### src/rtl/config_stream_tx_if.sv
`timescale 1ns/1ps
// Host-side byte stream into config_stream_tx: valid/ready handshake carrying
// one config byte plus its target ID and segment framing flags.
interface config_stream_tx_if;
    logic       s_valid;
    logic       s_ready;
    logic [7:0] s_data;
    logic [7:0] s_id;
    logic       s_last;
    logic       s_eoc;

    modport master (
        output s_valid,
        output s_data,
        output s_id,
        output s_last,
        output s_eoc,
        input  s_ready
    );

    modport slave (
        input  s_valid,
        input  s_data,
        input  s_id,
        input  s_last,
        input  s_eoc,
        output s_ready
    );
endinterface

### src/rtl/config_stream_tx.sv
`timescale 1ns/1ps
// Buffers host config segments and replays each as a contiguous one-byte-per-cycle
// burst on the tracing/configId/configData bus. Optional macro: CONFIG_STREAM_CHECKSUM_EN.
module config_stream_tx #(
    parameter int         FIFO_DEPTH = 64,
    parameter logic [7:0] IDLE_ID    = 8'hFF,
    parameter int         GAP_CYCLES = 2
) (
    input  logic       clk,
    input  logic       rst_n,
    config_stream_tx_if.slave host,
    output logic       tracing,
    output logic [7:0] configId,
    output logic [7:0] configData,
    output logic       busy,
    output logic       overflow
`ifdef CONFIG_STREAM_CHECKSUM_EN
    ,
    output logic [7:0] checksum,
    output logic       checksum_valid
`endif
);

    localparam int AW = $clog2(FIFO_DEPTH);
    localparam int GW = (GAP_CYCLES > 1) ? $clog2(GAP_CYCLES) : 1;
    localparam logic [GW-1:0] GAP_LOAD = GW'(GAP_CYCLES - 1);
    localparam logic [GW-1:0] GAP_ONE  = GW'(1);
    localparam logic [AW:0]   PTR_ONE  = (AW + 1)'(1);

    // state   | meaning
    // IDLE    | tracing on, waiting for a complete segment
    // HALT    | tracing dropped, idle ID for GAP_CYCLES before the first burst
    // SEND    | one segment byte per cycle on the bus
    // GAP     | idle ID between segments; holds here until another segment is complete
    // RESUME  | idle ID for GAP_CYCLES, then tracing restored
    typedef enum logic [2:0] {
        ST_IDLE,
        ST_HALT,
        ST_SEND,
        ST_GAP,
        ST_RESUME
    } state_t;

    typedef struct packed {
        logic [7:0] id;
        logic [7:0] data;
        logic       last;
        logic       eoc;
    } entry_t;

    entry_t        mem [FIFO_DEPTH];
    entry_t        head;
    entry_t        wr_entry;
    logic [AW:0]   wr_ptr;
    logic [AW:0]   rd_ptr;
    logic [AW:0]   seg_count;
    logic          full;
    logic          push;
    logic          pop;
    logic          in_seg;
    logic [7:0]    seg_id;

    state_t        state;
    logic [GW-1:0] gap_cnt;
    logic          cur_last;
    logic          cur_eoc;

    assign full          = (wr_ptr[AW] != rd_ptr[AW]) && (wr_ptr[AW-1:0] == rd_ptr[AW-1:0]);
    assign host.s_ready  = !full && !overflow;
    assign push          = host.s_valid && host.s_ready;
    assign head          = mem[rd_ptr[AW-1:0]];
    assign busy          = (state != ST_IDLE);

    // The target ID is latched from the first byte so a segment can never split across IDs.
    assign wr_entry = {(in_seg ? seg_id : host.s_id), host.s_data, host.s_last, host.s_eoc};

    // A segment is only started once fully resident, so popping inside SEND cannot underflow.
    assign pop = (((state == ST_HALT) || (state == ST_GAP)) && (gap_cnt == '0) && (seg_count != '0))
              || ((state == ST_SEND) && !cur_last);

    always_ff @(posedge clk) begin
        if (push) begin
            mem[wr_ptr[AW-1:0]] <= wr_entry;
        end
    end

    always_ff @(posedge clk) begin
        if (!rst_n) begin
            wr_ptr    <= '0;
            rd_ptr    <= '0;
            seg_count <= '0;
            overflow  <= 1'b0;
            in_seg    <= 1'b0;
            seg_id    <= '0;
        end else begin
            if (push) begin
                wr_ptr <= wr_ptr + PTR_ONE;
                in_seg <= !host.s_last;
                if (!in_seg) begin
                    seg_id <= host.s_id;
                end
            end
            if (pop) begin
                rd_ptr <= rd_ptr + PTR_ONE;
            end
            case ({push && host.s_last, pop && head.last})
                2'b10:   seg_count <= seg_count + PTR_ONE;
                2'b01:   seg_count <= seg_count - PTR_ONE;
                default: seg_count <= seg_count;
            endcase
            // A full FIFO holding no complete segment can never drain; lock out the host.
            if (full && (seg_count == '0)) begin
                overflow <= 1'b1;
            end
        end
    end

    always_ff @(posedge clk) begin
        if (!rst_n) begin
            state      <= ST_IDLE;
            tracing    <= 1'b1;
            configId   <= IDLE_ID;
            configData <= 8'h00;
            gap_cnt    <= '0;
            cur_last   <= 1'b0;
            cur_eoc    <= 1'b0;
        end else begin
            case (state)
                ST_IDLE: begin
                    if (seg_count != '0) begin
                        state   <= ST_HALT;
                        tracing <= 1'b0;
                        gap_cnt <= GAP_LOAD;
                    end
                end
                ST_HALT, ST_GAP: begin
                    if (gap_cnt != '0) begin
                        gap_cnt <= gap_cnt - GAP_ONE;
                    end else if (pop) begin
                        state      <= ST_SEND;
                        configId   <= head.id;
                        configData <= head.data;
                        cur_last   <= head.last;
                        cur_eoc    <= head.eoc;
                    end
                end
                ST_SEND: begin
                    if (cur_last) begin
                        state      <= cur_eoc ? ST_RESUME : ST_GAP;
                        configId   <= IDLE_ID;
                        configData <= 8'h00;
                        gap_cnt    <= GAP_LOAD;
                    end else begin
                        configId   <= head.id;
                        configData <= head.data;
                        cur_last   <= head.last;
                        cur_eoc    <= head.eoc;
                    end
                end
                ST_RESUME: begin
                    if (gap_cnt != '0) begin
                        gap_cnt <= gap_cnt - GAP_ONE;
                    end else begin
                        state   <= ST_IDLE;
                        tracing <= 1'b1;
                    end
                end
                default: begin
                    state    <= ST_IDLE;
                    tracing  <= 1'b1;
                    configId <= IDLE_ID;
                end
            endcase
        end
    end

`ifdef CONFIG_STREAM_CHECKSUM_EN
    always_ff @(posedge clk) begin
        if (!rst_n) begin
            checksum       <= 8'h00;
            checksum_valid <= 1'b0;
        end else begin
            checksum_valid <= (state == ST_RESUME) && (gap_cnt == '0);
            if ((state == ST_IDLE) && (seg_count != '0)) begin
                checksum <= 8'h00;
            end else if (pop) begin
                checksum <= checksum + head.data;
            end
        end
    end
`endif

endmodule
### src/flat_wrapper.sv
// flat-port wrapper written by rule: the top's interface ports become plain ports
module config_stream_tx_flat 
#(
    parameter int         FIFO_DEPTH = 64,
    parameter logic [7:0] IDLE_ID    = 8'hFF,
    parameter int         GAP_CYCLES = 2
)
  (clk, rst_n, tracing, configId, configData, busy, overflow, host_s_valid, host_s_data, host_s_id, host_s_last, host_s_eoc, host_s_ready);
  config_stream_tx_if host_i ();
  input  logic clk;
  input  logic rst_n;
  output logic tracing;
  output logic [7:0] configId;
  output logic [7:0] configData;
  output logic busy;
  output logic overflow;
  input wire logic [$bits(host_i.s_valid)-1:0] host_s_valid;
  input wire logic [$bits(host_i.s_data)-1:0] host_s_data;
  input wire logic [$bits(host_i.s_id)-1:0] host_s_id;
  input wire logic [$bits(host_i.s_last)-1:0] host_s_last;
  input wire logic [$bits(host_i.s_eoc)-1:0] host_s_eoc;
  output wire logic [$bits(host_i.s_ready)-1:0] host_s_ready;
  assign host_i.s_valid = host_s_valid;
  assign host_i.s_data = host_s_data;
  assign host_i.s_id = host_s_id;
  assign host_i.s_last = host_s_last;
  assign host_i.s_eoc = host_s_eoc;
  assign host_s_ready = host_i.s_ready;
  config_stream_tx #(.FIFO_DEPTH(FIFO_DEPTH), .IDLE_ID(IDLE_ID), .GAP_CYCLES(GAP_CYCLES)) u_core (.clk(clk), .rst_n(rst_n), .host(host_i), .tracing(tracing), .configId(configId), .configData(configData), .busy(busy), .overflow(overflow));
endmodule
### config.mk
export PLATFORM = sky130hd
export DESIGN_NAME = config_stream_tx_flat
export DESIGN_NICKNAME = d
export VERILOG_FILES = /design/src/rtl/config_stream_tx_if.sv /design/src/rtl/config_stream_tx.sv /design/src/flat_wrapper.sv
export SDC_FILE = /design/constraint.sdc
export NUM_CORES = 1
export LEC_CHECK = 0
export CAP_MARGIN = 20
export CORE_ASPECT_RATIO = 1.1
export CORE_MARGIN = 5
export CORE_UTILIZATION = 45
export CTS_BUF_LIST = sky130_fd_sc_hd__clkbuf_8
export DETAILED_ROUTE_END_ITERATION = 16
export MAX_ROUTING_LAYER = met4
export PLACE_DENSITY = 0.66
export SETUP_SLACK_MARGIN = 0.4
export SLEW_MARGIN = 15
export SYNTH_ARGS = -nofsm -noshare
export SYNTH_HDL_FRONTEND = slang
export SYNTH_SLANG_ARGS = --single-unit
### constraint.sdc
create_clock -name clk -period 6 [get_ports clk]
set_clock_uncertainty 0.15 [all_clocks]
set_input_delay 1.2 -clock clk [delete_from_list [all_inputs] [get_ports clk]]
set_output_delay 1.2 -clock clk [all_outputs]
set_load 0.02 [all_outputs]
Word level (Yosys, flattened, before mapping) --
Memory sizes are Yosys's and may differ from the RTL's. A register that Yosys moved wholly into a read port is not among the register bits. Cells that the tools add are included.
Word-level totals: register bits after elaboration 54, RAM bits 1152, bits of input ports 21, output and inout bits 20, word-level logic and storage cells 104, memories 1
Memories:
- u_core.mem | depth 64, width 18, read ports 1, clocked after memory_dff 1, write ports 1, line config_stream_tx.sv:51 | entry_t mem [FIFO_DEPTH];
Operators by class: add/sub/neg operators 5, eq/ne operators 14, multiplexer cells 36, bitwise logic cells 3, reductions and logical operators 32
Operators with widths (number):
- 2-to-1 mux 8 bit | 7
- one-hot mux 8 bit (3 select lines) | 1
- adder 7 x 1 -> 7 bit (second input constant) | 3
- 2-to-1 mux 3 bit | 6
- one-hot mux 8 bit (2 select lines) | 1
- one-hot mux 7 bit (2 select lines) | 1
- 2-to-1 mux 1 bit | 13
- 2-to-1 mux 6 bit | 2
- one-hot mux 3 bit (4 select lines) | 1
- AND reduction 3 bit | 4
- logical AND 1 bit | 9
- zero test 7 bit | 1
- nonzero test 7 bit | 1
- subtractor 7 x 1 -> 7 bit (second input constant) | 1
- equality test 3 x 2 -> 1 bit (second input constant) | 2
- equality test 6 bit | 1
- != test 2 x 1 -> 1 bit (second input constant) | 3
- != test 2 bit (second input constant) | 3
- one-hot mux 1 bit (3 select lines) | 2
- nonzero test 3 bit | 2
- OR reduction 3 bit | 2
- AND reduction 5 bit | 1
- zero test 1 bit | 4
- one-hot mux 1 bit (2 select lines) | 2
- other kinds (12) | 17

Depth between registers and ports, before layout --
Gate-level depths: netlist (run 1).
word-level depth 8, depth in mapped cells 20, mapped depth without buffers 15

Worst setup path before layout (run 1) --
Ideal clock, no wire load.
path type input to register, start point in host_s_valid, end point reg u_core.seg_count[6], setup time 0.124 ns, arrival 3.888 ns, data required time 5.726 ns, setup slack 1.838 ns, stages 15, buffers on the path 3, path through inv_1 -> a211oi_1 -> buf_2 -> buf_2 -> nand2_1 -> ha_1 -> clkbuf_1 -> xor2_1 -> ha_1 -> or3_1 -> a21oi_1 -> nor4b_1 -> o21ai_0 -> mux2i_1 -> nand3_1
On the way: word-level cells in the longest chain between the ends 4, elaborated cells on any way between the ends 6, those cells by class eq/ne (2); mux (1); reduce/logical (3)
RTL lines:
- start, declared | line flat_wrapper.sv:17 | input wire logic [$bits(host_i.s_valid)-1:0] host_s_valid;
- logical AND 1 bit (*) | line config_stream_tx.sv:70 | assign push = host.s_valid && host.s_ready;
- logical AND 1 bit (*) | line config_stream_tx.sv:106 | case ({push && host.s_last, pop && head.last})
- equality test 2 x 1 -> 1 bit / equality test 2 bit (equally long branches) | line config_stream_tx.sv:106
- one-hot mux 7 bit (2 select lines) / nonzero test 2 bit (equally long branches)
- end signal, assigned | line config_stream_tx.sv:107 | 2'b10: seg_count <= seg_count + PTR_ONE;
- end signal, assigned | line config_stream_tx.sv:108 | 2'b01: seg_count <= seg_count - PTR_ONE;
- end signal, assigned | line config_stream_tx.sv:109 | default: seg_count <= seg_count;
- end, declared | line config_stream_tx.sv:56 | logic [AW:0] seg_count;
Every way passes the cells marked *; elsewhere a longest branch is shown, timed or not. A chain may end at the register's enable or synchronous reset.

==> key figures, run 1 <==
Run status
  – Outcome: finished clean

Setup path
  – Critical Path Fanout Max: 31
  – CP Class: reg2reg
  – Delay-heaviest family, CP: compound AO/OA/AOI/OAI gates
  – Worst EP required: 6600 ps
  – Setup crit end kind: flip-flop
  – Worst setup SP type: flip-flop
  – CP peak stage delay: 740 ps
  – Critical Path, Cell by Cell: buf_4 -> mux2_2 -> o21ai_0 -> nor3_1 -> o41ai_2 -> nor2_1 -> ha_1 -> xor2_1 -> ha_1 -> or3_1 -> a21oi_1 -> nor4b_1 -> o21ai_0 -> mux2i_1 -> nand3_1
  – WP buf/inv: 1
  – Arrival @ worst endpoint: 5720 ps
  – Worst path slowest cell: dfxtp_4

CTS
  – Clk sinks: 1,212
  – Post-CTS Setup Repair Bufs: 0
  – Post-CTS Resized: 0
  – Num CTS Buffers: 184
  – Clock latency on the worst-skew pair: 860 ps
  – CTS Hold Bufs: 0
  – TritonCTS clock tree: done
  – Max clock buf depth: 3
  – Reg clk slew, reported paths: 70 ps
  – H-tree depth: 4
  – Root Buffer: clkbuf_8

GRT
  – First-pass GRT wire length: 172,000 um
  – Largest net degree at the start of global routing: 134
  – Vias in the first global route: 24,700
  – Initial antenna violation count: 4
  – GRT Total Usage: 21.9%
  – Congestion Overflow GR: 0

Hold path
  – HP Class: reg2reg
  – Worst hold start: u_core.seg_id[7]

Floorplan
  – CORE AREA: 0.104 mm2
  – Initial Util: 45.5%
  – Horiz. Die Dim: 319 um
  – Die area: 0.112 mm2
  – Chip height: 350 um
  – I/O pin cnt: 41
  – Core Rows: 124

Cells and area
  – Share of cells above drive strength 1: 26.7%
  – NumNets Final: 2,547
  – Area growth syn-to-layout: 12.0%
  – Util after Layout: 50.9%
  – Fillers: 8,266

Timing
  – Hold Worst Slack: 346 ps
  – Minimum clock period: 5110 ps
  – Period utilization: 85.2%
  – Headroom to the max-slew limit: 20.3%
  – Final TNS setup: 0 ps
  – Setup violators final: 0
  – FMAX: 196 MHz
  – RSZ-0062 raised after global routing: no
  – Pins Over Slew Limit: 0
  – Worst-margin pin slew: 1190 ps
  – Final Hold Violating Endpoints: 0

Synth
  – Post-synthesis mux area share: 15.2%
  – Mean Syn Cell Area: 20.5 um2
  – Post-Synthesis Cells: 2,313
  – Yosys reg bits: 1,212
  – Synth Area in Compound Gates: 3.67%
  – Syn nets: 2,339
  – Synth warn: 0
  – Netlist cell types: 78
  – Synth Flop Type: edfxtp_1
  – Xor/xnor share of the synthesized area: 0.443%
  – Post-synth EDFFs: 1,152
  – Post-synthesis adder-cell area fraction: 0.132%
  – Simple-gate share of the synthesized area: 3.10%
  – Largest family of logic cells by synthesized area: multiplexers
  – Mapped cell area: 0.0474 mm2
  – Register area share after synthesis: 75.5%
  – Post-synth ARST share: 0%

Detailed routing
  – Pre-antenna DRT Iters: 6
  – Number of vias per cell: 5.97
  – Routed wire per std cell: 29.6 um
  – Total Routed Length: 120,000 um
  – Post-route DRC: 0
  – DRT antenna net count: 0
  – Total vias in the final route: 24,200
  – Initial drt markers: 2,943

Place
  – HPWL Detailed: 71,500 um
  – Gpl congestion: 0.919
  – Port Buffers: 40

Pwr
  – VDD IR max: 0.189 mV
  – Pwr Density: 329 mW/mm2
  – LEAKAGE: 16.4 nW

Run
  – Maxcap violations: 0
## flip-flops by register name, indices dropped and copies added, names as in the netlist, 3 cells and up, named ones only
signal             flops
u_core.state           3
u_core.seg_count       7
u_core.seg_id          8
u_core.configData      8
u_core.wr_ptr          7
u_core.mem          1152
u_core.rd_ptr          7
u_core.configId        8
## layout by cell type, fill, tap and decap left out, drive strengths merged, types with 7 or more instances in the layout
cell and n:
a211oi 16, a21oi 41, a221oi 15, a22o 17, a22oi 15, a31oi 9, buf 121, bufinv 7
clkbuf 186, clkdlybuf4s50 30, clkinv 60, dfxtp 60, edfxtp 1152, inv 86, mux2 21, mux2i 94
mux4 265, nand2 51, nand2b 11, nand3 27, nand4 11, nor2 128, nor2b 19, nor3 9
o21ai 57, o221ai 26, o22ai 27, or2 7, or3 7, xor2 18
## cells in the mapped netlist (all sizes together) (9+ instances only)
library cell	n	area, um2
xor2	18	158
nand3	27	135
a211oi	16	135
a21oi	41	209
o21ai	57	285
mux2i	94	941
nor3	9	45.0
o22ai	27	169
a22oi	15	113
mux2	21	236
nand2b	11	68.8
nor2b	19	119
a221oi	15	144
mux4	265	6020
buf	93	737
clkbuf	35	155
a22o	17	150
edfxtp	1152	34600
dfxtp	60	1200
o221ai	26	228
nor2	128	483
nand4	11	68.8
nand2	51	191
a31oi	9	56.3
## worst reg2reg max path, cell delays in order, from the launching register on
cell and delay, ps:
dfxtp_4 740, buf_4 560, mux2_2 420, o21ai_0 170, nor3_1 110, o41ai_2 600, nor2_1 140, ha_1 420
xor2_1 230, ha_1 230, or3_1 320, a21oi_1 280, nor4b_1 100, o21ai_0 230, mux2i_1 230, nand3_1 80
## report_power, final
part           leakage (nW)  total (mW)  switching [mW]  internal [mW]
registers              10.9        9.49           0.117           9.37
logic                  3.52        1.58           0.972          0.604
clock network          2.02        6.41            3.19           3.22
## stage by stage
step	std cells	worst slack, ps	instance area [um2]	power (mW)
3_3_place_gp	3720	919	49600	11.2
6_report	4057	885	53100	17.5
3_5_place_dp	3721	911	49600	11.2
2_1_floorplan	2313	1840	47400	10.7
4_1_cts	4056	895	53100	17.6
5_1_grt	4057	533	53100	18.1
## layer usage
| layer | vias up | track usage, % | wire length (um) |
|---|---|---|---|
| met1 | 12700 | 28.2 | 46700 |
| li1 | 10100 | - | - |
| met3 | 239 | 4.21 | 9640 |
| met2 | 1216 | 34.7 | 58900 |
| met4 | 0 | 8.99 | 4930 |
| met5 | - | - | 0 |
## worst paths after layout
kind | slack (ps) | cells past startpoint | to
min reg2reg | 350 | 2 | u_core.seg_id[7]
min | 350 | 2 | u_core.seg_id[7]
max reg2reg | 890 | 15 | u_core.seg_count[6]
max | 890 | 15 | u_core.seg_count[6]
## cells by family (layout without fill, tap and decap cells)
logic type / after synthesis / in the layout
multiplexers: 380 / 380
adder cells (fa/ha/maj): 5 / 5
AO/OA/AOI/OAI: 251 / 251
buffers and inverters: 136 / 493
other: 0 / 1
flip-flops: 1212 / 1212
XOR/XNOR: 24 / 24
AND/OR/NAND/NOR: 305 / 305
## cell type report
| class | count | area, um2 | area share, % |
|---|---|---|---|
| Inverter | 7 | 26.3 | 0.0495 |
| Clock inverter | 149 | 888 | 1.67 |
| Antenna cell | 1 | 2.50 | 0.00471 |
| Sequential cell | 1212 | 35800 | 67.5 |
| Tap cell | 1386 | 1730 | 3.27 |
| Clock buffer | 186 | 2560 | 4.82 |
| Timing Repair Buffer | 151 | 1210 | 2.28 |
| Multi-Input combinational cell | 965 | 10900 | 20.4 |
(Power assumes the default switching activity.)
==> inputs of run 2 (changes only) <==
Settings changed: SLEW_MARGIN 15 to 20.
==> results of run 2 <==
No change in the layout: final DEF, timing and power equal those of run 1.
